[src/rtl/mcp_mem_port.sv]
// mcp_mem_port: load/store sequencer on the initiator side of the single-port data memory.
// Accepts one byte/halfword/word request at a time, extends sub-word loads and performs
// read-modify-write for sub-word stores. Memory read data is asynchronous to MRA.
module mcp_mem_port #(
  parameter int unsigned WL = 32,
  parameter int unsigned AL = 9
) (
  input  logic          CLK,
  input  logic          RST,
  input  logic          REQ,
  input  logic          WE,
  input  logic [1:0]    SIZE,
  input  logic          UNS,
  input  logic [31:0]   ADDR,
  input  logic [WL-1:0] WDATA,
  output logic [WL-1:0] RDATA,
  output logic          DONE,
  output logic          ERR,
  output logic          BUSY,
  output logic          MWE,
  output logic [AL-1:0] MRA,
  output logic [WL-1:0] MWD,
  input  logic [WL-1:0] MRD
);

  typedef enum logic [1:0] {StIdle, StRead, StWrite, StFin} state_e;

  state_e        r_state;
  state_e        w_state_next;

  logic          r_we;
  logic [1:0]    r_size;
  logic          r_uns;
  logic [1:0]    r_off;
  logic [WL-1:0] r_wdata;
  logic          r_err;
  logic [WL-1:0] r_rdata;
  logic [AL-1:0] r_mra;
  logic [WL-1:0] r_mwd;

  logic          w_req_err;
  logic [7:0]    w_lane_b;
  logic [15:0]   w_lane_h;
  logic [WL-1:0] w_load;
  logic [WL-1:0] w_merge;

  // Address bits above the word index are dropped: the memory wraps modulo 2^AL words.
  logic          unused_addr;
  assign unused_addr = ^ADDR[31:AL+2];

  // Misaligned or illegal-size requests are rejected at accept time.
  assign w_req_err = (SIZE == 2'b11) ||
                     ((SIZE == 2'b01) && ADDR[0]) ||
                     ((SIZE == 2'b10) && (ADDR[1:0] != 2'b00));

  // State register.
  always_ff @(posedge CLK) begin
    if (RST) begin
      r_state <= StIdle;
    end else begin
      r_state <= w_state_next;
    end
  end

  // Next-state decode; REQ only matters in idle.
  always_comb begin
    w_state_next = r_state;
    case (r_state)
      StIdle: begin
        if (REQ) begin
          if (w_req_err) begin
            w_state_next = StFin;
          end else if (WE && (SIZE == 2'b10)) begin
            w_state_next = StWrite;
          end else begin
            w_state_next = StRead;
          end
        end
      end
      StRead:  w_state_next = r_we ? StWrite : StFin;
      StWrite: w_state_next = StFin;
      StFin:   w_state_next = StIdle;
      default: w_state_next = StIdle;
    endcase
  end

  // Outputs decoded from state; MWE is gated by RST so an aborted store never commits.
  always_comb begin
    BUSY = (r_state != StIdle);
    DONE = (r_state == StFin);
    ERR  = (r_state == StFin) && r_err;
    MWE  = (r_state == StWrite) && !RST;
  end

  // Lane selection for loads and lane replacement for sub-word stores (little-endian).
  always_comb begin
    w_lane_b = MRD[{r_off, 3'b000} +: 8];
    w_lane_h = r_off[1] ? MRD[31:16] : MRD[15:0];
    w_load   = MRD;
    w_merge  = MRD;
    case (r_size)
      2'b00: begin
        w_load = {{(WL-8){w_lane_b[7] & ~r_uns}}, w_lane_b};
        w_merge[{r_off, 3'b000} +: 8] = r_wdata[7:0];
      end
      2'b01: begin
        w_load = {{(WL-16){w_lane_h[15] & ~r_uns}}, w_lane_h};
        w_merge[{r_off[1], 4'b0000} +: 16] = r_wdata[15:0];
      end
      default: begin
        w_load  = MRD;
        w_merge = MRD;
      end
    endcase
  end

  // Request latch and datapath registers.
  always_ff @(posedge CLK) begin
    if (RST) begin
      r_we    <= 1'b0;
      r_size  <= 2'b00;
      r_uns   <= 1'b0;
      r_off   <= 2'b00;
      r_wdata <= '0;
      r_err   <= 1'b0;
      r_rdata <= '0;
      r_mra   <= '0;
      r_mwd   <= '0;
    end else begin
      case (r_state)
        StIdle: begin
          if (REQ) begin
            r_we    <= WE;
            r_size  <= SIZE;
            r_uns   <= UNS;
            r_off   <= ADDR[1:0];
            r_wdata <= WDATA;
            r_err   <= w_req_err;
            r_mra   <= ADDR[AL+1:2];
            // Word stores skip the read, so the write data is staged here.
            if (!w_req_err && WE && (SIZE == 2'b10)) begin
              r_mwd <= WDATA;
            end
          end
        end
        StRead: begin
          if (r_we) begin
            r_mwd <= w_merge;
          end else begin
            r_rdata <= w_load;
          end
        end
        default: begin
        end
      endcase
    end
  end

  assign RDATA = r_rdata;
  assign MRA   = r_mra;
  assign MWD   = r_mwd;

endmodule

[config.mk]
export PLATFORM = sky130hd
export DESIGN_NAME = mcp_mem_port
export DESIGN_NICKNAME = d
export VERILOG_FILES = /design/src/rtl/mcp_mem_port.sv
export SDC_FILE = /design/constraint.sdc
export NUM_CORES = 1
export LEC_CHECK = 0
export CAP_MARGIN = 10
export CORE_ASPECT_RATIO = 0.8
export CORE_MARGIN = 2
export CORE_UTILIZATION = 32
export CTS_CLUSTER_DIAMETER = 50
export CTS_CLUSTER_SIZE = 28
export DETAILED_ROUTE_END_ITERATION = 6
export SETUP_SLACK_MARGIN = 0.4
export SLEW_MARGIN = 20
export SYNTH_ARGS = -nofsm -noshare
export SYNTH_HDL_FRONTEND = slang
export SYNTH_SLANG_ARGS = --single-unit
export TNS_END_PERCENT = 1
[constraint.sdc]
create_clock -name CLK -period 6.4 [get_ports CLK]
set_input_delay 1.28 -clock CLK [delete_from_list [all_inputs] [get_ports CLK]]
set_output_delay 1.28 -clock CLK [all_outputs]
set_load 0.02 [all_outputs]
==> results of run 1 <==
==> worst max-delay path, cell delays in order <==
cell and delay, ns:
buf_2 0.16, nor2b_1 0.14, clkdlybuf4s50_1 0.61
==> worst paths after layout <==
path                                             end  cells after the start
worst max-delay path                             MWE                      3
worst min-delay path              r_err$_SDFFE_PP0P_                      2
worst max register to register  MWD[31]$_SDFFE_PP0P_                      6
worst min register to register    r_err$_SDFFE_PP0P_                      2
==> where the power goes <==
group          switching (mW)  total (mW)  internal (mW)  leakage [nW]
Sequential              0.122       0.895          0.772         0.801
Combinational           0.784        1.36          0.575          1.47
Clock                   0.242       0.587          0.346         0.154
==> cells in the final DEF (no fill, tap or decap), drive strengths merged, types with 2 or more instances in the layout <==
cell type	synthesis	final
a211oi	31	31
a21o	2	2
a21oi	53	53
a221o	16	16
a22o	7	7
a22oi	39	39
a32o	16	16
and2	3	3
buf	12	9
clkbuf	38	13
clkdlybuf4s50	0	157
clkinvlp	0	2
dfxtp	98	98
ha	10	10
inv	28	28
mux2i	10	10
mux4	8	8
nand2	88	88
nand2b	22	22
nand3b	2	2
nand4bb	2	2
nor2	38	38
nor2b	6	6
nor3	5	5
o21ai	25	25
o221ai	2	2
o31ai	2	2
o32ai	16	16
or2	16	16
==> cells by family after synthesis <==
kind of cell    after synthesis  synth area share [%]
compound gates              214                 30.09
simple gates                188                 17.50
mux                          19                 5.677
buf+inv                      79                 6.091
fa+ha+maj                    10                 2.437
flops                        98                 38.21
==> flip-flops by register name (all words and copies together), names as in the netlist <==
| name | count |
|---|---|
| RDATA | 32 |
| r_off | 2 |
| r_state | 2 |
| MRA | 9 |
| r_we | 1 |
| r_wdata | 16 |
| r_err | 1 |
| MWD | 32 |
| r_size | 2 |
| r_uns | 1 |
==> per-layer routing <==
metal  up-vias  wire [µm]  part of all wire, %
met4         0        271                  1.5
met1      2456       8700                   47
met5         -          0                    0
met2       216       8090                   44
li1       2472          -                    -
met3        19       1422                  7.7
==> per-stage QoR <==
stage / hold WS (ns) / total power, mW / area [µm²]
after floorplan: 0.4317 / 1.716 / 5135
after global placement: 0.4396 / 2.227 / 6839
after detailed placement: 0.4484 / 2.256 / 6843
after CTS: 0.4582 / 2.846 / 7168
after global routing: 0.4801 / 3.009 / 7177
final: 0.4553 / 2.841 / 7177
==> final cells by class <==
class                   instances  area, µm²
inverters                      29      108.9
multi-input cells             431       2874
flip-flops and latches         98       1963
repair buffers                166       1637
fillers                      1525       8572
clock inverters                 3      45.04
well taps                     215      269.0
clock buffers                  13      280.3
==> out/results.ini, run 1 <==
[grt]
grt_antenna_before_repair = 0
grt_first_pass_wirelength_mm = 28.76
grt_use_met3_pct = 5.992
gr-usage-met1_pct = 30.00
grt_util_met2_pct = 32.94
grtUsageTotal_pct = 21.53
overflow = 0
grt_pass1_vias = 5044
busiest_layer = met2
grt_max_degree = 82

[sta]
slew_headroom_pct = 42.96
fin_ws_ns = 2.924
finalCriticalPeriod_ns = 3.476
period_share_pct = 54.32
finalSetupViolCount = 0
skew_ns = 0.01061
tightest_slew_ns = 0.8557
hold_viol = 0
max_freq_ghz = 0.2877
rsz0062_at_grt = no
setup_tns_ns = 0
drv_slew = 0

[logic_synthesis]
ys.flop_type = dfxtp_1
synth_edf_count = 0
syn_inst = 608
synth_seq_cells = 98
synthTopCellsByArea = dfxtp_1 (38%), nand2_1 (6.4%), a22oi_1 (5.7%)
synth_async_sr_flop_share_pct = 0
ys_warn_count = 0
synth_area_mm2 = 0.005135
syn_avg_cell_area_um2 = 8.446
synth_top_cell_by_area = dfxtp_1
ys_types = 45
synth_nets = 721
yosys-top-cells-count = dfxtp_1 (98), nand2_1 (88), a21oi_1 (53)
synth_top_area_share_pct = 38.21
yosys.cell_count.top_type = dfxtp_1
seq_area_frac_synth_pct = 38.21

[pwr]
max-vdd-ir-drop_mv = 0.1527
p_per_area_mw_per_mm2 = 395.9
power.leakage_nw = 2.426

[placed_design]
pre_cts_slack_ns = 2.910
io_buffers = 158
dp_cells = 939
hpwl_mm = 13.52
gp_congestion = 0.8662

[worst_hold_path]
min-delay-start = r_err$_SDFFE_PP0P_
hp-class = reg -> reg

[clocking]
cts.sinks = 98
root_buffer = clkbuf_16
numCtsBuffers = 9
postCtsHoldBufs = 0
path_clk_slew_ns = 0.07
clock_latency_ns = 0.36
htree_levels = 3
cts_setup_buffers = 0
cts_resized = 0
clk_path_buf_depth = 2
tritoncts = built

[finish]
fin_cells = 955
areaGrowthSynthToFinish_pct = 39.77
drive_gt1_share_pct = 8.514
post-route-util_pct = 45.57
final_nets = 848
antenna-diode-count = 0

[die]
dieWidth_um = 145.6
chipHeight_um = 117.3
core_mm2 = 0.01575
start_util_pct = 32.61
dieArea_mm2 = 0.01708
pin_count = 180
num_rows = 41

[worst_setup_path]
startpoint = RST
worstPathArrival_ns = 2.20
r2r_start = r_off[0]$_SDFFE_PP0P_
critical_path_class = in -> out
cp.required_ns = 5.12
worst_setup_path_start_kind = input port
crit_fanout = 7
rrSetupSlack_ns = 3.35
cp-end-kind = output pin

[flow_run]
maxCapViolations = 0

[drt]
drc = 0
first_iter_violations = 369
wl_per_cell_um = 19.35
drt_pass1_iterations = 5
viasPerCell = 5.406
drt-total-wl_mm = 18.48
drtAntennaViolNets = 0
vias = 5163

[status]
status = completed

Power figures use the tool's default switching activity.
==> run 2, diff against run 1 <==
- clock period: 6.4 -> 3.2 ns (I/O delays scaled with it)
==> out/results.ini, run 2 (synthesized netlist as in run 1, its figures left out) <==
[die]
num_rows = 41  ; unchanged
pin_count = 180  ; unchanged
dieWidth_um = 145.6  ; unchanged
dieArea_mm2 = 0.01708  ; unchanged
chipHeight_um = 117.3  ; unchanged
core_mm2 = 0.01575  ; unchanged
start_util_pct = 32.61  ; unchanged

[grt]
grtUsageTotal_pct = 21.06  ; -0.47 points
grt_max_degree = 87  ; +6.1%
grt_first_pass_wirelength_mm = 28.17  ; -2.0%
grt_antenna_before_repair = 0  ; unchanged
overflow = 0  ; unchanged
grt_pass1_vias = 4963  ; -1.6%

[pwr]
p_int_mw = 3.283  ; +94%
p_per_area_mw_per_mm2 = 779.0  ; +97%
power.leakage_nw = 2.455  ; +1.2%
pwr-share-comb_pct = 49.7  ; +1.9 points
sw_frac_of_total_pct = 41.40  ; +0.99 points
max-vdd-ir-drop_mv = 0.2720  ; +78%
switchingPower_mw = 2.320  ; +100%
clockPowerShare_pct = 18.5  ; -2.2 points
p_seq_share_pct = 31.8  ; +0.3 points

[finish]
antenna-diode-count = 0  ; unchanged
areaGrowthSynthToFinish_pct = 40.06
layout_common_cells = clkdlybuf4s50_1 (157), dfxtp_1 (98), nand2_1 (88)
layout_commonest_cell = clkdlybuf4s50_1
drive_gt1_share_pct = 9.067  ; +0.55 points
post-route-util_pct = 45.67  ; +0.095 points
final_nets = 858  ; +1.2%

[clocking]
cts.sinks = 98  ; unchanged
root_buffer = clkbuf_16
clk_path_buf_depth = 2  ; unchanged
cts_setup_buffers = 0  ; unchanged
clock_latency_ns = 0.36  ; about the same
cts_resized = 0  ; unchanged
path_clk_slew_ns = 0.07  ; about the same
htree_levels = 3  ; unchanged
postCtsHoldBufs = 0  ; unchanged
numCtsBuffers = 9  ; unchanged
tritoncts = built

[worst_hold_path]
hp-class = reg -> reg
whs_endpoint = r_wdata[12]$_SDFFE_PP0P_
min-delay-start = r_wdata[12]$_SDFFE_PP0P_
hold_depth = 2  ; unchanged

[sta]
period_share_pct = 80.30
finalCriticalPeriod_ns = 2.570
slew_headroom_pct = 39.25  ; -3.7 points
max_freq_ghz = 0.3892
skew_ns = 0.008358  ; -0.002248 ns
fin_ws_ns = 0.6305  ; -2.293 ns
hold_viol = 0  ; unchanged
rsz0062_at_grt = no
tightest_slew_ns = 0.9113  ; +0.05562 ns
setup_tns_ns = 0  ; unchanged
drv_slew = 0  ; unchanged
finalSetupViolCount = 0  ; unchanged

[drt]
wl_per_cell_um = 19.09  ; -1.4%
viasPerCell = 5.453  ; +0.86%
drc = 0  ; unchanged
drt_pass1_iterations = 5  ; unchanged
first_iter_violations = 440  ; +19%
vias = 5262  ; +1.9%
drt-total-wl_mm = 18.42  ; -0.34%
drtAntennaViolNets = 0  ; unchanged

[placed_design]
io_buffers = 158  ; unchanged
hpwl_mm = 13.81  ; +2.1%
gp_congestion = 0.8470  ; -2.2%
pre_cts_slack_ns = 0.6710  ; -2.239 ns

[worst_setup_path]
r2r_start = r_off[1]$_SDFFE_PP0P_
cp.required_ns = 3.51  ; -1.61 ns
worstPathArrival_ns = 2.88  ; +0.68 ns
r2r_cells = 6  ; unchanged
cp-end-kind = flip-flop
critical_path_class = reg -> reg
rrSetupSlack_ns = 0.63  ; -2.72 ns
worst_setup_path_start_kind = flip-flop
crit_fanout = 10  ; +3
worstReg2RegEnd = MWD[31]$_SDFFE_PP0P_

[flow_run]
maxCapViolations = 0  ; unchanged

[status]
status = completed

## run 2: changes by cell type in the layout (fill, tap and decap cells not counted), sizes merged
| cell | delta |
|---|---|
| buf | +10 |
| clkbuf | -4 |
| clkinv | +3 |
| inv | +3 |
| bufinv | -1 |
| clkinvlp | -1 |
## run 2: cell type report
cell class                 count  area (µm²)
clock buffer                   9       225.2
clock inverter                 7       52.55
fill                        1548        8557
inverter                      29       108.9
multi-input combinational    431        2863
sequential                    98        1962
tap                          215       269.0
timing repair buffer         176        1712
## run 2: how the worst max path moves through the flow
| stage | start | end | slack (ns) | cells after the start |
|---|---|---|---|---|
| after floorplan | r_off[1]$_SDFFE_PP0P_ | MWD[24]$_SDFFE_PP0P_ | 0.63 | 8 |
| after global placement | r_off[1]$_SDFFE_PP0P_ | MWD[31]$_SDFFE_PP0P_ | 0.72 | 6 |
| after detailed placement | r_off[1]$_SDFFE_PP0P_ | MWD[31]$_SDFFE_PP0P_ | 0.67 | 6 |
| after CTS | r_off[1]$_SDFFE_PP0P_ | MWD[31]$_SDFFE_PP0P_ | 0.65 | 6 |
| after global routing | r_off[1]$_SDFFE_PP0P_ | MWD[25]$_SDFFE_PP0P_ | 0.56 | 6 |
| final | r_off[1]$_SDFFE_PP0P_ | MWD[31]$_SDFFE_PP0P_ | 0.63 | 6 |
## run 2: critical path: stages (launching register included)
cell and delay, ns:
dfxtp_1 0.34, clkinv_1 0.27, ha_1 0.33, or4_4 0.54
nor4b_4 0.55, a221o_1 0.30, a32o_1 0.18
## run 2: stage by stage
| step | instances | hold slack, ns | power [mW] | instance area, µm² |
|---|---|---|---|---|
| 2_1_floorplan | 608 | 0.4317 | 3.432 | 5135 |
| 3_3_place_gp | 949 | 0.4427 | 4.520 | 6914 |
| 3_5_place_dp | 949 | 0.4517 | 4.585 | 6914 |
| 4_1_cts | 965 | 0.4615 | 5.631 | 7192 |
| 5_1_grt | 965 | 0.4803 | 5.950 | 7192 |
| 6_report | 965 | 0.4577 | 5.603 | 7192 |
## run 2: routing by layer
metal	wire length, µm	vias to the layer above	global-route usage (%)
met5	0	-	0
met4	158	0	4.167
met3	1598	9	6.420
met2	8054	234	31.87
met1	8610	2526	29.71
li1	-	2493	-
## run 2: power by group through the flow
stage	registers [mW]	clock network [mW]	logic, mW
global placement	1.79	0	2.73
detailed placement	1.81	0	2.78
CTS	1.78	1.06	2.79
finish	1.78	1.04	2.78
floorplan	2.04	0	1.39
global route	1.82	1.11	3.02
==> run 3, diff against run 2 <==
- clock period: 3.2 -> 2.3 ns (I/O delays scaled with it)
==> out/results.ini, run 3 (synthesized netlist as in run 1, its figures left out) <==
[sta]
fin_hold_ws_ns = 0.4569  ; -0.0008450 ns
finalSetupViolCount = 0  ; unchanged
rsz0062_at_grt = yes
setup_tns_ns = 0  ; unchanged
skew_ns = 0.01347  ; +0.005117 ns
period_share_pct = 91.59  ; +11 points
hold_viol = 0  ; unchanged
tightest_slew_ns = 0.7949  ; -0.1164 ns
fin_ws_ns = 0.1934  ; -0.4371 ns
drv_slew = 0  ; unchanged
max_freq_ghz = 0.4747  ; +22%
finalCriticalPeriod_ns = 2.107  ; -0.4629 ns
slew_headroom_pct = 47.00  ; +7.8 points

[placed_design]
io_buffers = 158  ; unchanged
hpwl_mm = 13.89  ; +0.61%
pre_cts_slack_ns = 0.1154  ; -0.5556 ns
gp_congestion = 0.8692  ; +2.6%

[drt]
drt-total-wl_mm = 18.61  ; +1.0%
drtAntennaViolNets = 0  ; unchanged
drc = 0  ; unchanged
wl_per_cell_um = 18.88  ; -1.1%
drt_pass1_iterations = 5  ; unchanged
first_iter_violations = 499  ; +13%
vias = 5362  ; +1.9%
viasPerCell = 5.438  ; -0.27%

[clocking]
postCtsHoldBufs = 0  ; unchanged
path_clk_slew_ns = 0.07  ; about the same
clk_path_buf_depth = 2  ; unchanged
tritoncts = built
clock_latency_ns = 0.36  ; about the same
root_buffer = clkbuf_16
htree_levels = 3  ; unchanged
cts.sinks = 98  ; unchanged
numCtsBuffers = 9  ; unchanged

[grt]
grtUsageTotal_pct = 21.36  ; +0.31 points
overflow = 0  ; unchanged
grt_antenna_before_repair = 0  ; unchanged
grt_pass1_vias = 5131  ; +3.4%
grt_max_degree = 61  ; -30%
grt_first_pass_wirelength_mm = 28.95  ; +2.7%

[die]
core_mm2 = 0.01575  ; unchanged
dieArea_mm2 = 0.01708  ; unchanged
chipHeight_um = 117.3  ; unchanged
num_rows = 41  ; unchanged
pin_count = 180  ; unchanged
dieWidth_um = 145.6  ; unchanged
start_util_pct = 32.61  ; unchanged

[worst_setup_path]
crit_path_cell_trace = clkinv_8, ha_4, or4_4, buf_4, nor3_4, buf_6, a221o_1, a32o_1
cpMaxStageDelayCell = or4_4
worstPathArrival_ns = 2.41  ; -0.47 ns
cpPeakStageDelay_ns = 0.53  ; -0.02 ns
cp.required_ns = 2.60  ; -0.91 ns
crit_fanout = 8  ; -2
worst_setup_path_start_kind = flip-flop
critical_path_class = reg -> reg
cp-end-kind = flip-flop

[finish]
drive_gt1_share_pct = 13.23  ; +4.2 points
multi_input_area_mm2 = 0.002954  ; +3.2%
antenna-diode-count = 0  ; unchanged
layout_common_cells = clkdlybuf4s50_1 (154), dfxtp_1 (97), nand2_1 (87)
layout_commonest_cell = clkdlybuf4s50_1
final.fill_count = 1526  ; -1.4%
areaGrowthSynthToFinish_pct = 46.49
ff_latch_area_mm2 = 0.001966  ; +0.19%
final_nets = 880  ; +2.6%
post-route-util_pct = 47.76  ; +2.1 points

[pwr]
power.leakage_nw = 2.625  ; +6.9%
p_total_mw = 8.106  ; +45%
max-vdd-ir-drop_mv = 0.4279  ; +57%
p_per_area_mw_per_mm2 = 1078  ; +38%

[status]
status = completed

[worst_hold_path]
hp-class = reg -> reg

[flow_run]
maxCapViolations = 0  ; unchanged

[run 3: cell count changes in the layout (fill, tap and decap cells not counted), sizes merged, moves of 2 or more]
cell,delta
buf,+22
bufinv,+2
clkdlybuf4s50,-3
dlygate4sd2,+2
inv,-3
clkinv,-2
clkbuf,+3
[run 3: layer usage]
metal	share of wire (%)	global-route usage, %
met1	48	31.15
met2	43	31.75
met3	7.8	5.136
met4	1.2	4.963
met5	0	0
[run 3: worst paths after layout]
| kind | start | endpoint | slack, ns | cells after the start |
|---|---|---|---|---|
| hold reg to reg | r_wdata[12]$_SDFFE_PP0P_ | r_wdata[12]$_SDFFE_PP0P_ | 0.46 | 2 |
| hold / removal | r_wdata[12]$_SDFFE_PP0P_ | r_wdata[12]$_SDFFE_PP0P_ | 0.46 | 2 |
| setup reg to reg | r_off[1]$_SDFFE_PP0P_ | MWD[10]$_SDFFE_PP0P_ | 0.19 | 8 |
| setup / recovery | r_off[1]$_SDFFE_PP0P_ | MWD[10]$_SDFFE_PP0P_ | 0.19 | 8 |
[run 3: area by class of cell]
class | instances | area share [%]
Multi-Input combinational cell | 431 | 39.27
Clock buffer | 12 | 3.144
Tap cell | 215 | 3.576
Timing Repair Buffer | 198 | 25.40
Clock inverter | 3 | 0.8649
Sequential cell | 98 | 26.13
Inverter | 29 | 1.613
[run 3: metrics by stage]
step | cell area (µm²) | instances
after CTS | 7406 | 982
after global routing | 7522 | 986
after detailed placement | 7097 | 966
after global placement | 7093 | 966
final | 7522 | 986
after floorplan | 5177 | 608
[run 3: critical path, delay by kind of cell, from the launching register on]
kind / cells / cell delay [ns]
AOI/OAI and AO/OA: 2 / 0.44
adders and majority gates: 1 / 0.16
buffers and inverters: 3 / 0.39
DFF: 1 / 0.38
and+or+nand+nor: 2 / 0.70
[run 3: where the power goes]
part	switching (mW)	leakage, nW	internal (mW)
Clock	0.650	0.147	0.948
Combinational	2.26	1.68	1.77
Sequential	0.322	0.801	2.15
[run 3: timing repair]
item | CTS | global route
pin swaps | 2 | 8
hold endpoints to repair | 0 | 0
endpoints found under the setup margin | 57 | 61
gates resized for setup | 4 | 19
setup buffers | 1 | 4
